`src/rtl/fp_mul_arb_pkg.sv`:
```
// fp_mul_arb_pkg
// Shared types and helpers for the fp_mul arbiter slice.
//   arb_state_e : drain FSM state encoding
//   rm_t        : fp_mul rounding-mode field
//   RM_*        : rounding-mode encodings driven on mul_rounding_mode
//   id_width()  : requester index width for a given requester count
//   tag_width() : tag pipeline entry width (valid bit + requester id)
package fp_mul_arb_pkg;

    typedef enum logic [1:0] {
        RUN     = 2'd0,
        DRAIN   = 2'd1,
        DRAINED = 2'd2
    } arb_state_e;

    typedef logic [2:0] rm_t;

    localparam rm_t RM_RNE = 3'd0;
    localparam rm_t RM_RTZ = 3'd1;
    localparam rm_t RM_RDN = 3'd2;
    localparam rm_t RM_RUP = 3'd3;
    localparam rm_t RM_RMM = 3'd4;

    function automatic int id_width(input int n_req);
        return (n_req > 1) ? $clog2(n_req) : 1;
    endfunction

    function automatic int tag_width(input int n_req);
        return id_width(n_req) + 1;
    endfunction

endpackage

```
`src/rtl/fp_mul_arb_rr_arbiter.sv`:
```
// rr_arbiter
// Combinational round-robin arbiter: grants the first requester at or after
// ptr, wrapping modulo N_REQ.
//   req     : request vector
//   ptr     : highest-priority index this cycle (always < N_REQ)
//   enable  : gate for all grants
//   gnt     : one-hot grant (zero when nothing requested or disabled)
//   gnt_idx : index of the granted requester (0 when no grant)
module rr_arbiter
    import fp_mul_arb_pkg::*;
#(
    parameter int N_REQ = 4,
    parameter int IDX_W = id_width(N_REQ)
) (
    input  logic [N_REQ-1:0] req,
    input  logic [IDX_W-1:0] ptr,
    input  logic             enable,
    output logic [N_REQ-1:0] gnt,
    output logic [IDX_W-1:0] gnt_idx
);

    always_comb begin
        int               idx;
        logic             found;
        logic [IDX_W-1:0] sel;
        gnt     = '0;
        gnt_idx = '0;
        found   = 1'b0;
        idx     = 0;
        sel     = '0;
        for (int k = 0; k < N_REQ; k++) begin
            idx = int'(ptr) + k;
            if (idx >= N_REQ) begin
                idx = idx - N_REQ;
            end
            sel = IDX_W'(idx);
            if (enable && !found && req[sel]) begin
                found    = 1'b1;
                gnt[sel] = 1'b1;
                gnt_idx  = sel;
            end
        end
    end

endmodule

```
`src/rtl/fp_mul_arb.sv`:
```
// fp_mul_arb
// Shares one fixed-latency fp_mul among N_REQ requesters. Requests are picked
// round-robin, operands are registered onto mul_*, and a tag pipeline of depth
// MUL_LATENCY+1 steers each result back to its issuer as a one-hot strobe.
// A drain FSM stops issuing and reports when the multiplier pipe is empty.
//   clk, rst            : clock, asynchronous active-high reset
//   req_valid/req_ready : per-requester handshake (ready is one-hot or zero)
//   req_a/req_b/req_rm  : packed per-requester operands and rounding mode
//   mul_a/mul_b/mul_rounding_mode : registered operands to fp_mul
//   mul_result          : fp_mul result, MUL_LATENCY cycles after mul_*
//   rsp_valid/rsp_result: one-hot result strobe and shared result bus
//   drain_req/drain_done: drain request level and drained indication
//   busy                : any operation in flight in the multiplier
// Optional build macro FP_MUL_ARB_PERF_EN adds perf_issue_cnt and
// perf_conflict_cnt (saturating 32-bit event counters).
//
// state   | meaning
// RUN     | arbitrating and issuing
// DRAIN   | issue stopped, waiting for in-flight ops to retire
// DRAINED | pipeline empty, drain_done high until drain_req drops
module fp_mul_arb
    import fp_mul_arb_pkg::*;
#(
    parameter int WIDTH       = 16,
    parameter int N_REQ       = 4,
    parameter int MUL_LATENCY = 2
) (
    input  logic                   clk,
    input  logic                   rst,
    input  logic [N_REQ-1:0]       req_valid,
    output logic [N_REQ-1:0]       req_ready,
    input  logic [N_REQ*WIDTH-1:0] req_a,
    input  logic [N_REQ*WIDTH-1:0] req_b,
    input  logic [N_REQ*3-1:0]     req_rm,
    output logic [WIDTH-1:0]       mul_a,
    output logic [WIDTH-1:0]       mul_b,
    output logic [2:0]             mul_rounding_mode,
    input  logic [WIDTH-1:0]       mul_result,
    output logic [N_REQ-1:0]       rsp_valid,
    output logic [WIDTH-1:0]       rsp_result,
    input  logic                   drain_req,
    output logic                   drain_done,
    output logic                   busy
`ifdef FP_MUL_ARB_PERF_EN
    ,
    output logic [31:0]            perf_issue_cnt,
    output logic [31:0]            perf_conflict_cnt
`endif
);

    localparam int IDX_W = id_width(N_REQ);
    localparam int TAG_W = tag_width(N_REQ);
    localparam int DEPTH = MUL_LATENCY + 1;

    localparam logic [1:0] ST_RUN     = RUN;
    localparam logic [1:0] ST_DRAIN   = DRAIN;
    localparam logic [1:0] ST_DRAINED = DRAINED;

    logic [1:0]       state, state_nxt;
    logic [IDX_W-1:0] ptr, gnt_idx;
    logic [N_REQ-1:0] gnt;
    logic             arb_en, issue;
    logic [TAG_W-1:0] tag_pipe [DEPTH];
    logic [TAG_W-1:0] tag_out;
    rm_t              sel_rm;

    // Grants are suppressed in the very cycle drain_req rises, and while reset
    // is held so that req_ready reads zero during reset.
    assign arb_en = (state == ST_RUN) && !drain_req && !rst;

    rr_arbiter #(.N_REQ(N_REQ), .IDX_W(IDX_W)) u_arb (
        .req     (req_valid),
        .ptr     (ptr),
        .enable  (arb_en),
        .gnt     (gnt),
        .gnt_idx (gnt_idx)
    );

    assign req_ready = gnt;
    assign issue     = |gnt;
    assign sel_rm    = req_rm[gnt_idx*3 +: 3];

    always_ff @(posedge clk or posedge rst) begin
        if (rst) begin
            ptr               <= '0;
            mul_a             <= '0;
            mul_b             <= '0;
            mul_rounding_mode <= '0;
        end else if (issue) begin
            ptr               <= (gnt_idx == IDX_W'(N_REQ - 1)) ? '0 : gnt_idx + 1'b1;
            mul_a             <= req_a[gnt_idx*WIDTH +: WIDTH];
            mul_b             <= req_b[gnt_idx*WIDTH +: WIDTH];
            mul_rounding_mode <= sel_rm;
        end
    end

    // Stage d holds the tag of the op whose operands were registered d edges
    // ago; the last stage lines up with mul_result.
    always_ff @(posedge clk or posedge rst) begin
        if (rst) begin
            for (int d = 0; d < DEPTH; d++) begin
                tag_pipe[d] <= '0;
            end
        end else begin
            tag_pipe[0] <= {issue, gnt_idx};
            for (int d = 1; d < DEPTH; d++) begin
                tag_pipe[d] <= tag_pipe[d-1];
            end
        end
    end

    assign tag_out = tag_pipe[DEPTH-1];

    always_comb begin
        busy = 1'b0;
        for (int d = 0; d < DEPTH; d++) begin
            busy = busy | tag_pipe[d][TAG_W-1];
        end
    end

    always_ff @(posedge clk or posedge rst) begin
        if (rst) begin
            rsp_valid  <= '0;
            rsp_result <= '0;
        end else begin
            rsp_valid <= tag_out[TAG_W-1] ? (N_REQ'(1) << tag_out[IDX_W-1:0]) : '0;
            if (tag_out[TAG_W-1]) begin
                rsp_result <= mul_result;
            end
        end
    end

    always_comb begin
        state_nxt = state;
        case (state)
            ST_RUN:     if (drain_req) state_nxt = ST_DRAIN;
            ST_DRAIN:   if (!drain_req) state_nxt = ST_RUN;
                        else if (!busy) state_nxt = ST_DRAINED;
            ST_DRAINED: if (!drain_req) state_nxt = ST_RUN;
            default:    state_nxt = ST_RUN;
        endcase
    end

    always_ff @(posedge clk or posedge rst) begin
        if (rst) begin
            state <= ST_RUN;
        end else begin
            state <= state_nxt;
        end
    end

    assign drain_done = (state == ST_DRAINED);

`ifdef FP_MUL_ARB_PERF_EN
    always_ff @(posedge clk or posedge rst) begin
        if (rst) begin
            perf_issue_cnt    <= '0;
            perf_conflict_cnt <= '0;
        end else begin
            if (issue && (perf_issue_cnt != '1)) begin
                perf_issue_cnt <= perf_issue_cnt + 32'd1;
            end
            if ((state == ST_RUN) && ($countones(req_valid) > 1) && (perf_conflict_cnt != '1)) begin
                perf_conflict_cnt <= perf_conflict_cnt + 32'd1;
            end
        end
    end
`endif

endmodule
```
`config.mk`:
```
export PLATFORM = sky130hd
export DESIGN_NAME = fp_mul_arb
export DESIGN_NICKNAME = d
export VERILOG_FILES = /design/src/rtl/fp_mul_arb_pkg.sv /design/src/rtl/fp_mul_arb_rr_arbiter.sv /design/src/rtl/fp_mul_arb.sv
export SDC_FILE = /design/constraint.sdc
export NUM_CORES = 1
export LEC_CHECK = 0
export ABC_CLOCK_PERIOD_IN_PS = 4340
export CORE_UTILIZATION = 40
export CTS_CLUSTER_DIAMETER = 200
export CTS_CLUSTER_SIZE = 16
export DETAILED_ROUTE_END_ITERATION = 6
export PLACE_DENSITY_LB_ADDON = 0.05
export SKIP_CTS_REPAIR_TIMING = 1
export SYNTH_ARGS = -nofsm -noshare
export SYNTH_HDL_FRONTEND = slang
export SYNTH_SLANG_ARGS = --single-unit
```
`constraint.sdc`:
```
create_clock -name clk -period 4.34 [get_ports clk]
set_clock_uncertainty 0.15 [all_clocks]
set_input_delay 0.868 -clock clk [delete_from_list [all_inputs] [get_ports clk]]
set_output_delay 0.868 -clock clk [all_outputs]
set_load 0.005 [all_outputs]
```
==> impl_results.md <==
- # IOs: 224
- Ys Warns: 0
- Pin count of the biggest net entering global routing: 38
- Sequential area share after synthesis: 40.3%
- Area share of the largest cell type after synthesis: 40.3%
- Fin nets: 806
- # rows: 37
- Post-Route Utilization: 65.7%
- Vias in the first global route: 4207
- Met1 wire length: 5.28 mm
- Count of cell types in the netlist: 47
- Post-Syn Area: 4220 um^2
- Placed insts: 760
- Clock power frac: 11.7%
- Final Non-Filler Cells: 775
- RSZ-0062 raised after global routing: false
- Die area: 11000 um^2
- Max incr delay on CP: 630 ps
- Worst R2R Start: ptr[1]
- Crit path DAT: 3130 ps
- Startpoint Class: register
- Outcome: complete, no violations
- Die height: 105 um
- Final Hold Fails: 0
- Antenna cells: 0
- Cells after synthesis: 423
- Sw Ratio: 37.0%
- Worst Hold Slack: 200 ps
- Pwr Total: 3710 uW
- IR drop worst, VDD: 0.000291 V
- Syn_area_per_cell: 9.98 um^2
- CTS tree: done
- Hold crit path type: reg -> reg
- Num CTS Buffers: 9
- Period utilization: 95.7%
- Buf+Inv Stages, Crit Path: 2
- Pwr Density: 549 nW/um^2
- EDFF count, synth: 0
- Crit Path Max Fanout: 10
- Flop and latch count out of synthesis: 68
- Critical Path End Type: primary output
- Static Leak: 0.00262 uW
- Worst slew pin tran: 754 ps
- Fraction of layout cells with a size suffix above 1: 14.7%
- Clock Path Buffers: 2
- Crit-path cells: inv_1 -> ha_2 -> mux4_2 -> nor2b_1 -> a22oi_1 -> o21ai_0 -> and2_1 -> clkdlybuf4s50_1
- Clock input transition at the sequential cells of the worst setup and hold paths: 70 ps
- Cell accounting for the most synthesized area: dfrtp_1
- DR vias/cell: 5.39
- Max_cap viols: 0
- Critical hold path startpoint: tag_pipe[4]
- Final wirelength: 13.1 mm
- Core area: 10300 um^2
- Initial Utilization: 41.1%
- Port Buf Inserts: 223
- Met2 wire length: 6.46 mm
- Required @ worst endpoint: 3320 ps
- Worst-Skew Late Latency: 330 ps
- Final setup violation count: 0
- CTS Sinks: 68
- Slowest cell on crit path: mux4_2
- Global-route wire length before repair: 20.7 mm
- Slew Limit Fails: 0
- DR top layer: met4
- DP Wirelength: 9.43 mm
- Die extent in x: 105 um
- Pint: 2330 uW
- Routed length per placed instance: 16.9 um
- Root Buffer: clkbuf_8
- Final ANT Viol Nets: 0
- Overall routing resource usage: 24.0%
- Setup TNS: 0 ps
- Ranking of synthesized cells by area: dfrtp_1, a311oi_2, nor3b_1
- First drt pass iteration count: 4
- Setup Crit Path Kind: reg -> out
- Vias: 4175
- Crit-path leading delay family: multiplexers
- DRC Markers: 0
- Register share of total power: 30.4%
- Setup crit start: ptr[1]
- Async set-or-reset flop fraction in the synthesized netlist: 100%
- Synthesized net count: 594
- Rel. slew slack: 49.8%
- Sw Pwr: 1370 uW
- Area delta synth->final: 60.0%
- Dominant synthesized flop cell: dfrtp_1
- Number of antenna violations at the first check in global routing: 0
- F_max: 241 MHz
- Iteration-0 DRC Markers: 189
- Placer Congestion: 0.801
- Combinational Power Share: 58.0%
- Met3 wire len: 925 um
- Post-layout minimum cycle time: 4150 ps
- Global route total overflow: 0
- Htree depth: 3
[metal layers]
layer,vias to the layer above,track usage (%)
li1,1977,-
met1,1992,27.0
met2,176,42.7
met3,30,6.43
met4,0,10.2
met5,-,0
[power by group through the flow]
stage | sequential (uW) | clock [uW] | combinational [uW]
6_report | 1130 | 432 | 2150
3_5_place_dp | 1140 | 0 | 2150
4_1_cts | 1130 | 450 | 2160
2_1_floorplan | 1110 | 0 | 1240
5_1_grt | 1170 | 475 | 2320
3_3_place_gp | 1130 | 0 | 2110
[state kept, by name, indices dropped and copies added, names as in the netlist]
name and flops:
mul_a 16, mul_b 16, mul_rounding_mode 3, ptr 2, rsp_result 16, rsp_valid 4, state 2, tag_out 3
tag_pipe 6
[cells in the mapped netlist, drive strengths merged (2+ instances only)]
library cell and count:
nor2 42, o2111a 2, nor2b 2, or3b 2, buf 28, dfrtp 68, o221ai 2, nor3b 39
and2 5, mux4 3, o21ai 8, mux2i 3, a22oi 9, ha 8, clkbuf 9, a311oi 34
or4 2, nand2 74, inv 9, a211oi 36, a21oi 4, mux2 17, and3b 3
[placed cells by master (no fill, tap or decap), drive strengths merged, types with 2 or more instances in the layout]
master,count
a211oi,36
a21oi,4
a22oi,9
a311oi,34
and2,5
and3b,3
buf,15
clkbuf,9
clkdlybuf4s50,223
clkinv,5
dfrtp,68
ha,8
inv,9
mux2,17
mux2i,3
mux4,3
nand2,74
nor2,42
nor2b,2
nor3b,39
o2111a,2
o21ai,8
o221ai,2
or3b,2
or4,2
[metrics by stage]
step | setup slack, ps | cell area [um^2]
6_report | 188 | 6750
3_3_place_gp | 206 | 6580
3_5_place_dp | 146 | 6580
2_1_floorplan | 1140 | 4220
4_1_cts | 3.58 | 6740
5_1_grt | 23.6 | 6750
[worst reg2reg max path: stages, from the launching register on]
cell and delay [ps]:
dfrtp_2 480, inv_1 180, ha_2 470, mux4_2 630
nand2b_4 200, a21oi_1 280, or2_1 200, and2_4 550
a311oi_2 210
[cells by family (layout without fill, tap and decap cells)]
family | after synthesis | in the layout | share of synthesized area (%)
xor+xnor | 1 | 1 | 0.208
fa+ha+maj | 8 | 8 | 2.37
compound gates | 102 | 102 | 23.4
simple gates | 175 | 175 | 21.1
flops | 68 | 68 | 40.3
buf+inv | 46 | 262 | 5.78
mux | 23 | 23 | 6.85
[cell type report]
cell class	instances	area, um^2
Timing Repair Buffer	238	2380
Clock buffer	9	124
Tap cell	136	170
Inverter	9	33.8
Clock inverter	6	32.5
Multi-Input combinational cell	309	2310
Fill cell	861	3520
Sequential cell	68	1700
[final timing paths]
| check | endpoint | slack [ps] | cells past startpoint |
|---|---|---|---|
| max in group asynchronous | mul_b[9] | 2610 | 3 |
| min | tag_out[1] | 200 | 0 |
| min in group asynchronous | tag_out[2] | 740 | 2 |
| max reg2reg | mul_a[4] | 850 | 8 |
| min reg2reg | tag_out[1] | 200 | 0 |
| max | req_ready[3] | 190 | 8 |
Power figures use the tool's default switching activity.
